[config.mk]
export PLATFORM = sky130hd
export DESIGN_NAME = sprite_shadow_commit
export DESIGN_NICKNAME = d
export VERILOG_FILES = /design/src/rtl/sprite_pkg.sv /design/src/rtl/sprite_shadow_commit.sv
export SDC_FILE = /design/constraint.sdc
export NUM_CORES = 1
export LEC_CHECK = 0
export ABC_AREA = 1
export ABC_CLOCK_PERIOD_IN_PS = 2100
export CORE_UTILIZATION = 40
export DETAILED_ROUTE_END_ITERATION = 16
export GPL_TIMING_DRIVEN = 0
export PLACE_DENSITY = 0.58
export SETUP_SLACK_MARGIN = 0.4
export SLEW_MARGIN = 20
export SYNTH_ARGS = -nofsm -noshare
export SYNTH_HDL_FRONTEND = slang
export SYNTH_SLANG_ARGS = --single-unit
export TNS_END_PERCENT = 50
[constraint.sdc]
create_clock -name clk -period 2.1 [get_ports clk]
set_input_delay 0.315 -clock clk [delete_from_list [all_inputs] [get_ports clk]]
set_output_delay 0.315 -clock clk [all_outputs]
set_load 0.02 [all_outputs]
[src/rtl/sprite_pkg.sv]
// sprite_pkg
// Shared constants and types for the sprite shadow-commit block.
//   SPR_NUM_WORDS  shadow words (2 sprites x {coord, bmp[15:0], bmp[31:16], bmp[47:32], bmp[63:48]})
//   SPR_WORD_W     shadow/renderer word width
//   SPR_BASE_ADDR  register address of word 0; word i lives at SPR_BASE_ADDR + 2*i
//   spr_state_e    copy sequencer states
package sprite_pkg;

   localparam int         SPR_NUM_WORDS = 10;
   localparam int         SPR_WORD_W    = 16;
   localparam logic [5:0] SPR_BASE_ADDR = 6'h04;
   // Largest legal offset from SPR_BASE_ADDR (last word).
   localparam logic [5:0] SPR_LAST_OFF  = 6'(2 * (SPR_NUM_WORDS - 1));

   typedef enum logic [1:0] {
      IDLE = 2'd0,
      COPY = 2'd1,
      DONE = 2'd2
   } spr_state_e;

   function automatic logic [5:0] spr_word_addr(input logic [3:0] idx);
      return SPR_BASE_ADDR + {1'b0, idx, 1'b0};
   endfunction

endpackage

[src/rtl/sprite_shadow_commit.sv]
// sprite_shadow_commit
// Shadow bank feeding the sprite renderer's register file. Host writes land in a
// 10-word shadow bank at any time; a commit request is held pending and replayed
// into the renderer's live registers, one word per cycle, starting on the next
// VSYNC rising edge. Gives tear-free sprite updates without stopping the stream.
// Ports:
//   clk, rst                     clock, synchronous active-high reset
//   host_wr_en/addr/data         host 16-bit write into the shadow bank
//   commit_req                   one-cycle pulse, request a commit at next frame
//   vsync                        renderer VSYNC level
//   eng_wr_en/addr/data          registered write port into the renderer
//   pending, busy, done          commit status (done is a one-cycle pulse)
//
// state | meaning
// IDLE  | waiting; a pending commit starts on a VSYNC rising edge
// COPY  | streaming shadow words to the renderer, one per cycle
// DONE  | one-cycle done pulse, then back to IDLE
module sprite_shadow_commit
   import sprite_pkg::*;
(
   input  logic                  clk,
   input  logic                  rst,
   input  logic                  host_wr_en,
   input  logic [5:0]            host_addr,
   input  logic [SPR_WORD_W-1:0] host_data,
   input  logic                  commit_req,
   input  logic                  vsync,
   output logic                  eng_wr_en,
   output logic [5:0]            eng_addr,
   output logic [SPR_WORD_W-1:0] eng_data,
   output logic                  pending,
   output logic                  busy,
   output logic                  done
);

   spr_state_e            state_q, state_d;
   logic [3:0]            idx_q, idx_d;
   logic                  vs_prev_q, vs_prev_d;
   logic                  pending_q, pending_d;
   logic                  busy_q, busy_d;
   logic                  done_q, done_d;
   logic                  eng_wr_en_q, eng_wr_en_d;
   logic [5:0]            eng_addr_q, eng_addr_d;
   logic [SPR_WORD_W-1:0] eng_data_q, eng_data_d;
   logic [SPR_WORD_W-1:0] shadow_q [SPR_NUM_WORDS];
   logic [SPR_WORD_W-1:0] shadow_d [SPR_NUM_WORDS];

   logic [5:0] host_off;
   logic [3:0] host_idx;
   logic       host_hit;
   logic       vs_rise;

   // Unsigned wrap makes addresses below the base land far above SPR_LAST_OFF,
   // so one compare covers both ends of the window.
   always_comb begin
      host_off = host_addr - SPR_BASE_ADDR;
      host_idx = host_off[4:1];
      host_hit = host_wr_en && (host_off <= SPR_LAST_OFF) && !host_off[0];
      vs_rise  = vsync & ~vs_prev_q;
   end

   // idx_q is the index of the next word to load into the output registers, so
   // word 0 is loaded on the trigger edge and appears on the outputs one cycle
   // after the VSYNC rise. The emitted word is read from shadow_q, so a host
   // write in the same cycle cannot alter it.
   always_comb begin
      state_d     = state_q;
      idx_d       = idx_q;
      vs_prev_d   = vsync;
      pending_d   = pending_q | commit_req;
      busy_d      = busy_q;
      done_d      = 1'b0;
      eng_wr_en_d = 1'b0;
      eng_addr_d  = eng_addr_q;
      eng_data_d  = eng_data_q;
      shadow_d    = shadow_q;
      if (host_hit) begin
         shadow_d[host_idx] = host_data;
      end

      case (state_q)
         IDLE: begin
            // A commit_req arriving with the edge only sets pending.
            if (pending_q && vs_rise) begin
               state_d     = COPY;
               pending_d   = 1'b0;
               busy_d      = 1'b1;
               eng_wr_en_d = 1'b1;
               eng_addr_d  = spr_word_addr(4'd0);
               eng_data_d  = shadow_q[0];
               idx_d       = 4'd1;
            end
         end
         COPY: begin
            if (idx_q == 4'(SPR_NUM_WORDS)) begin
               state_d = DONE;
               busy_d  = 1'b0;
               done_d  = 1'b1;
            end else begin
               eng_wr_en_d = 1'b1;
               eng_addr_d  = spr_word_addr(idx_q);
               eng_data_d  = shadow_q[idx_q];
               idx_d       = idx_q + 4'd1;
            end
         end
         DONE: begin
            state_d = IDLE;
         end
         default: begin
            state_d = IDLE;
         end
      endcase
   end

   always_ff @(posedge clk) begin
      if (rst) begin
         state_q     <= IDLE;
         idx_q       <= 4'd0;
         vs_prev_q   <= 1'b0;
         pending_q   <= 1'b0;
         busy_q      <= 1'b0;
         done_q      <= 1'b0;
         eng_wr_en_q <= 1'b0;
         eng_addr_q  <= 6'd0;
         eng_data_q  <= '0;
         for (int i = 0; i < SPR_NUM_WORDS; i++) begin
            shadow_q[i] <= '0;
         end
      end else begin
         state_q     <= state_d;
         idx_q       <= idx_d;
         vs_prev_q   <= vs_prev_d;
         pending_q   <= pending_d;
         busy_q      <= busy_d;
         done_q      <= done_d;
         eng_wr_en_q <= eng_wr_en_d;
         eng_addr_q  <= eng_addr_d;
         eng_data_q  <= eng_data_d;
         shadow_q    <= shadow_d;
      end
   end

   assign eng_wr_en = eng_wr_en_q;
   assign eng_addr  = eng_addr_q;
   assign eng_data  = eng_data_q;
   assign pending   = pending_q;
   assign busy      = busy_q;
   assign done      = done_q;

endmodule

==> flow_metrics.py <==
metrics = {
    "outcome": {
        "status": "finished clean",
    },
    "placed_design": {
        "gp_routability_congestion": 0.931,
        "dpl_cell_area_um2": 10500,
        "placed_cells_incl_taps": 1863,
        "place.port_buffers": 50,
        "place.detailed.hpwl_mm": 25.2,
    },
    "drt": {
        "wl_per_cell_um": 18.2,
        "drc": 0,
        "routed_via_density": 5.30,
        "drt_first_iter_violations": 927,
        "drt_wl_total_mm": 35.6,
        "drt_pre_antenna_iters": 5,
        "detailroute.via_count": 10300,
        "ant_nets": 0,
    },
    "worst_hold_path": {
        "timing.hold.worst_endpoint": "done",
        "hold_crit_depth": 2,
        "min_path_type": "primary input to flip-flop",
        "worst_hold_launch": "rst",
    },
    "global_routing": {
        "track_usage": 0.298,
        "antenna_found_initial": 0,
        "grt_start_max_net_pins": 22,
        "grt_first_pass_wirelength_mm": 54.3,
        "first_global_vias": 9331,
        "grt.overflow.total": 0,
    },
    "power_and_ir_drop": {
        "power_density_nw_per_um2": 678,
        "power.total_mw": 8.39,
        "ir_drop_uv": 451,
        "cellLeakagePower_nw": 4.86,
    },
    "finish": {
        "syn_to_final_growth_pct": 29.4,
        "final-seq-area_um2": 3850,
        "fill_cells": 2382,
        "insertedDiodeCount": 0,
        "layout.cells.non_filler": 1949,
        "postLayoutCoreUtil": 0.528,
        "postLayoutCellArea_um2": 12400,
        "multi_input_area_um2": 4990,
        "layout.nets": 1649,
        "drive_gt1_frac": 0.158,
    },
    "clocking": {
        "numCtsBuffers": 17,
        "clock_sink_count": 192,
        "clock_insertion_delay_worst_skew_ns": 0.46,
        "clk_path_buf_depth": 2,
        "clk_transition_reported_paths_ns": 0.08,
        "cts_max_level": 4,
        "cts.root.buffer_cell": "clkbuf_16",
        "cts_tree": "built",
    },
    "synthesis": {
        "yosys_warnings": 0,
        "synthesis.area_per_instance_um2": 6.41,
        "mappedNetlistArea_um2": 9570,
        "synth_instances": 1494,
        "synth.largest_area_cell": "dfxtp_1",
        "synth_cell_types": 24,
        "synth_sequential_area_ratio": 0.402,
        "ys.flop_type": "dfxtp_1",
        "syn_nets": 1526,
        "synth.top_cells.by_area": "dfxtp_1 40%, nand2_1 15%, nand3_1 15%",
        "synth_enable_flop_cells": 0,
        "postSynthRegisterBits": 192,
        "synth_top_area_share": 0.402,
        "fraction_of_registers_with_async_set_or_reset_after_synthesis": 0,
    },
    "setup_path": {
        "worst_setup_path_start_kind": "flip-flop",
        "r2r.worst_path.cells": 9,
        "timing.critical_path.slowest_stage_cell": "dfxtp_4",
        "critical-path-max-stage-delay_ns": 0.40,
        "r2r_start": "idx_q[1]",
        "type_of_the_worst_setup_path": "flip-flop to flip-flop",
        "cp.required_ns": 2.44,
        "cp_data_arrival_time_ns": 2.11,
        "cp_max_fo": 9,
        "regToRegEndpoint": "eng_data[13]",
        "critical_path.cell_chain": "buf_12, clkinvlp_4, buf_6, nand3_1, nand3_1, nand3_1, nand2_1, nand2_1, nand2_1",
        "worst_setup_path_end_kind": "flip-flop",
        "regToRegSetupSlack_ns": 0.33,
    },
    "timing": {
        "grt_setup_unrepaired": "yes",
        "slew_violations": 0,
        "worst_slew_pin_slew_ns": 0.678,
        "finalSetupViolations": 0,
        "maxClockFrequency_mhz": 566,
        "final-hold-violation-count": 0,
        "period_minus_slack_ns": 1.77,
        "ratio_of_final_minimum_period_to_clock_period": 0.841,
        "max-slew-margin-rel": 0.548,
        "fin_worst_skew_ns": 0.0121,
        "final_tns_setup_ns": 0,
    },
    "floorplan": {
        "floorplan.die.height_um": 157,
        "number_of_rows_created_at_floorplan": 56,
        "core-area_um2": 23500,
        "chipWidth_um": 157,
        "fp.dieArea_um2": 24500,
        "ios": 53,
        "initial_core_util": 0.408,
    },
    "run": {
        "cap_viol_max_count": 0,
    },
}
-- cell usage after synthesis, types with 2 or more instances --
master,count
dfxtp_1,192
nand3b_1,2
o21ai_0,23
nor3_1,2
a21oi_1,198
ha_1,5
nor2_1,125
buf_1,20
clkinv_1,2
nand3_1,283
buf_4,13
a31oi_1,2
inv_1,142
nand2_1,393
nor2_2,5
buf_2,53
clkbuf_1,25
inv_2,3
-- flip-flops by register name, indices dropped and copies added (netlist names) --
| name | flops |
|---|---|
| busy | 1 |
| pending | 1 |
| eng_data | 16 |
| shadow_q | 160 |
| idx_q | 4 |
| vs_prev_q | 1 |
| state_q | 2 |
| done | 1 |
| eng_wr_en | 1 |
| eng_addr | 5 |
-- cells by family after synthesis --
| kind of cell | Yosys count | share of synthesized area |
|---|---|---|
| compound gates | 225 | 0.119 |
| buf+inv | 258 | 0.113 |
| fa+ha+maj | 5 | 0.00654 |
| flops | 192 | 0.402 |
| other cells | 1 | 0.000392 |
| simple gates | 813 | 0.360 |
-- cell type report --
class | count | area share
clock inverter | 15 | 0.0152
multi-input combinational | 1044 | 0.403
tap | 319 | 0.0322
buffer | 111 | 0.0706
clock buffer | 17 | 0.0344
inverter | 147 | 0.0461
timing repair buffer | 104 | 0.0878
sequential | 192 | 0.311
-- worst max-delay path: cells and delay by family, from the launching register on --
kind	cells	cell delay, ns
buffers and inverters	3	0.64
flip-flops	1	0.40
AND/OR/NAND/NOR	6	0.62
-- worst max path at each step --
stage,from,end,slack [ns],cells after the start
after detailed placement,host_addr[2],shadow_q[93],-0.68,13
after global placement,host_addr[2],shadow_q[93],-0.66,13
final,idx_q[1],eng_data[13],0.33,9
after global routing,eng_data[10],eng_data[10],0.31,1
after CTS,idx_q[0],eng_data[1],0.35,13
after floorplan,idx_q[0],eng_data[10],0.42,13
-- metrics by stage --
step | hold WS [ns] | worst slack (ns)
2_1_floorplan | 0.425 | 0.416
3_3_place_gp | 0.449 | -0.662
3_5_place_dp | 0.454 | -0.681
4_1_cts | 0.389 | 0.346
5_1_grt | 0.411 | 0.308
6_report | 0.394 | 0.334
-- layout by cell type (no fill, tap or decap), types with 12 or more instances in the layout --
master             n
buf_2             23
nand2_1          381
buf_4             56
a21oi_1          181
buf_1             12
nor2_1           111
o21ai_0           20
clkbuf_2          13
nor2_4            12
inv_1            137
dfxtp_1          189
clkdlybuf4s50_1   40
nand3_1          267
buf_8             13
nand3_2           13
a21oi_2           15
clkbuf_16         17
buf_6             25
-- power breakdown --
group	total [mW]	switching, mW	internal [mW]
Combinational	1.32	0.847	0.469
Sequential	3.70	0.0241	3.67
Clock	3.38	1.75	1.63
Total	8.39	2.62	5.77
-- repair_timing --
| item | CTS | global route |
|---|---|---|
| pin swaps | 22 | 26 |
| cloned | 8 | 2 |
| buffers inserted | 34 | 10 |
| endpoints found under the setup margin | 210 | 66 |
| resized for setup | 159 | 87 |
| hold buffers | 0 | 0 |
-- layer usage --
| layer | up-vias | GRT usage | share of wire |
|---|---|---|---|
| li1 | 5055 | - | - |
| met1 | 4829 | 0.424 | 0.46 |
| met2 | 373 | 0.453 | 0.43 |
| met3 | 69 | 0.0468 | 0.077 |
| met4 | 0 | 0.104 | 0.032 |
| met5 | - | 0 | 0 |
Note: power is estimated with default switching activity, not from simulation.
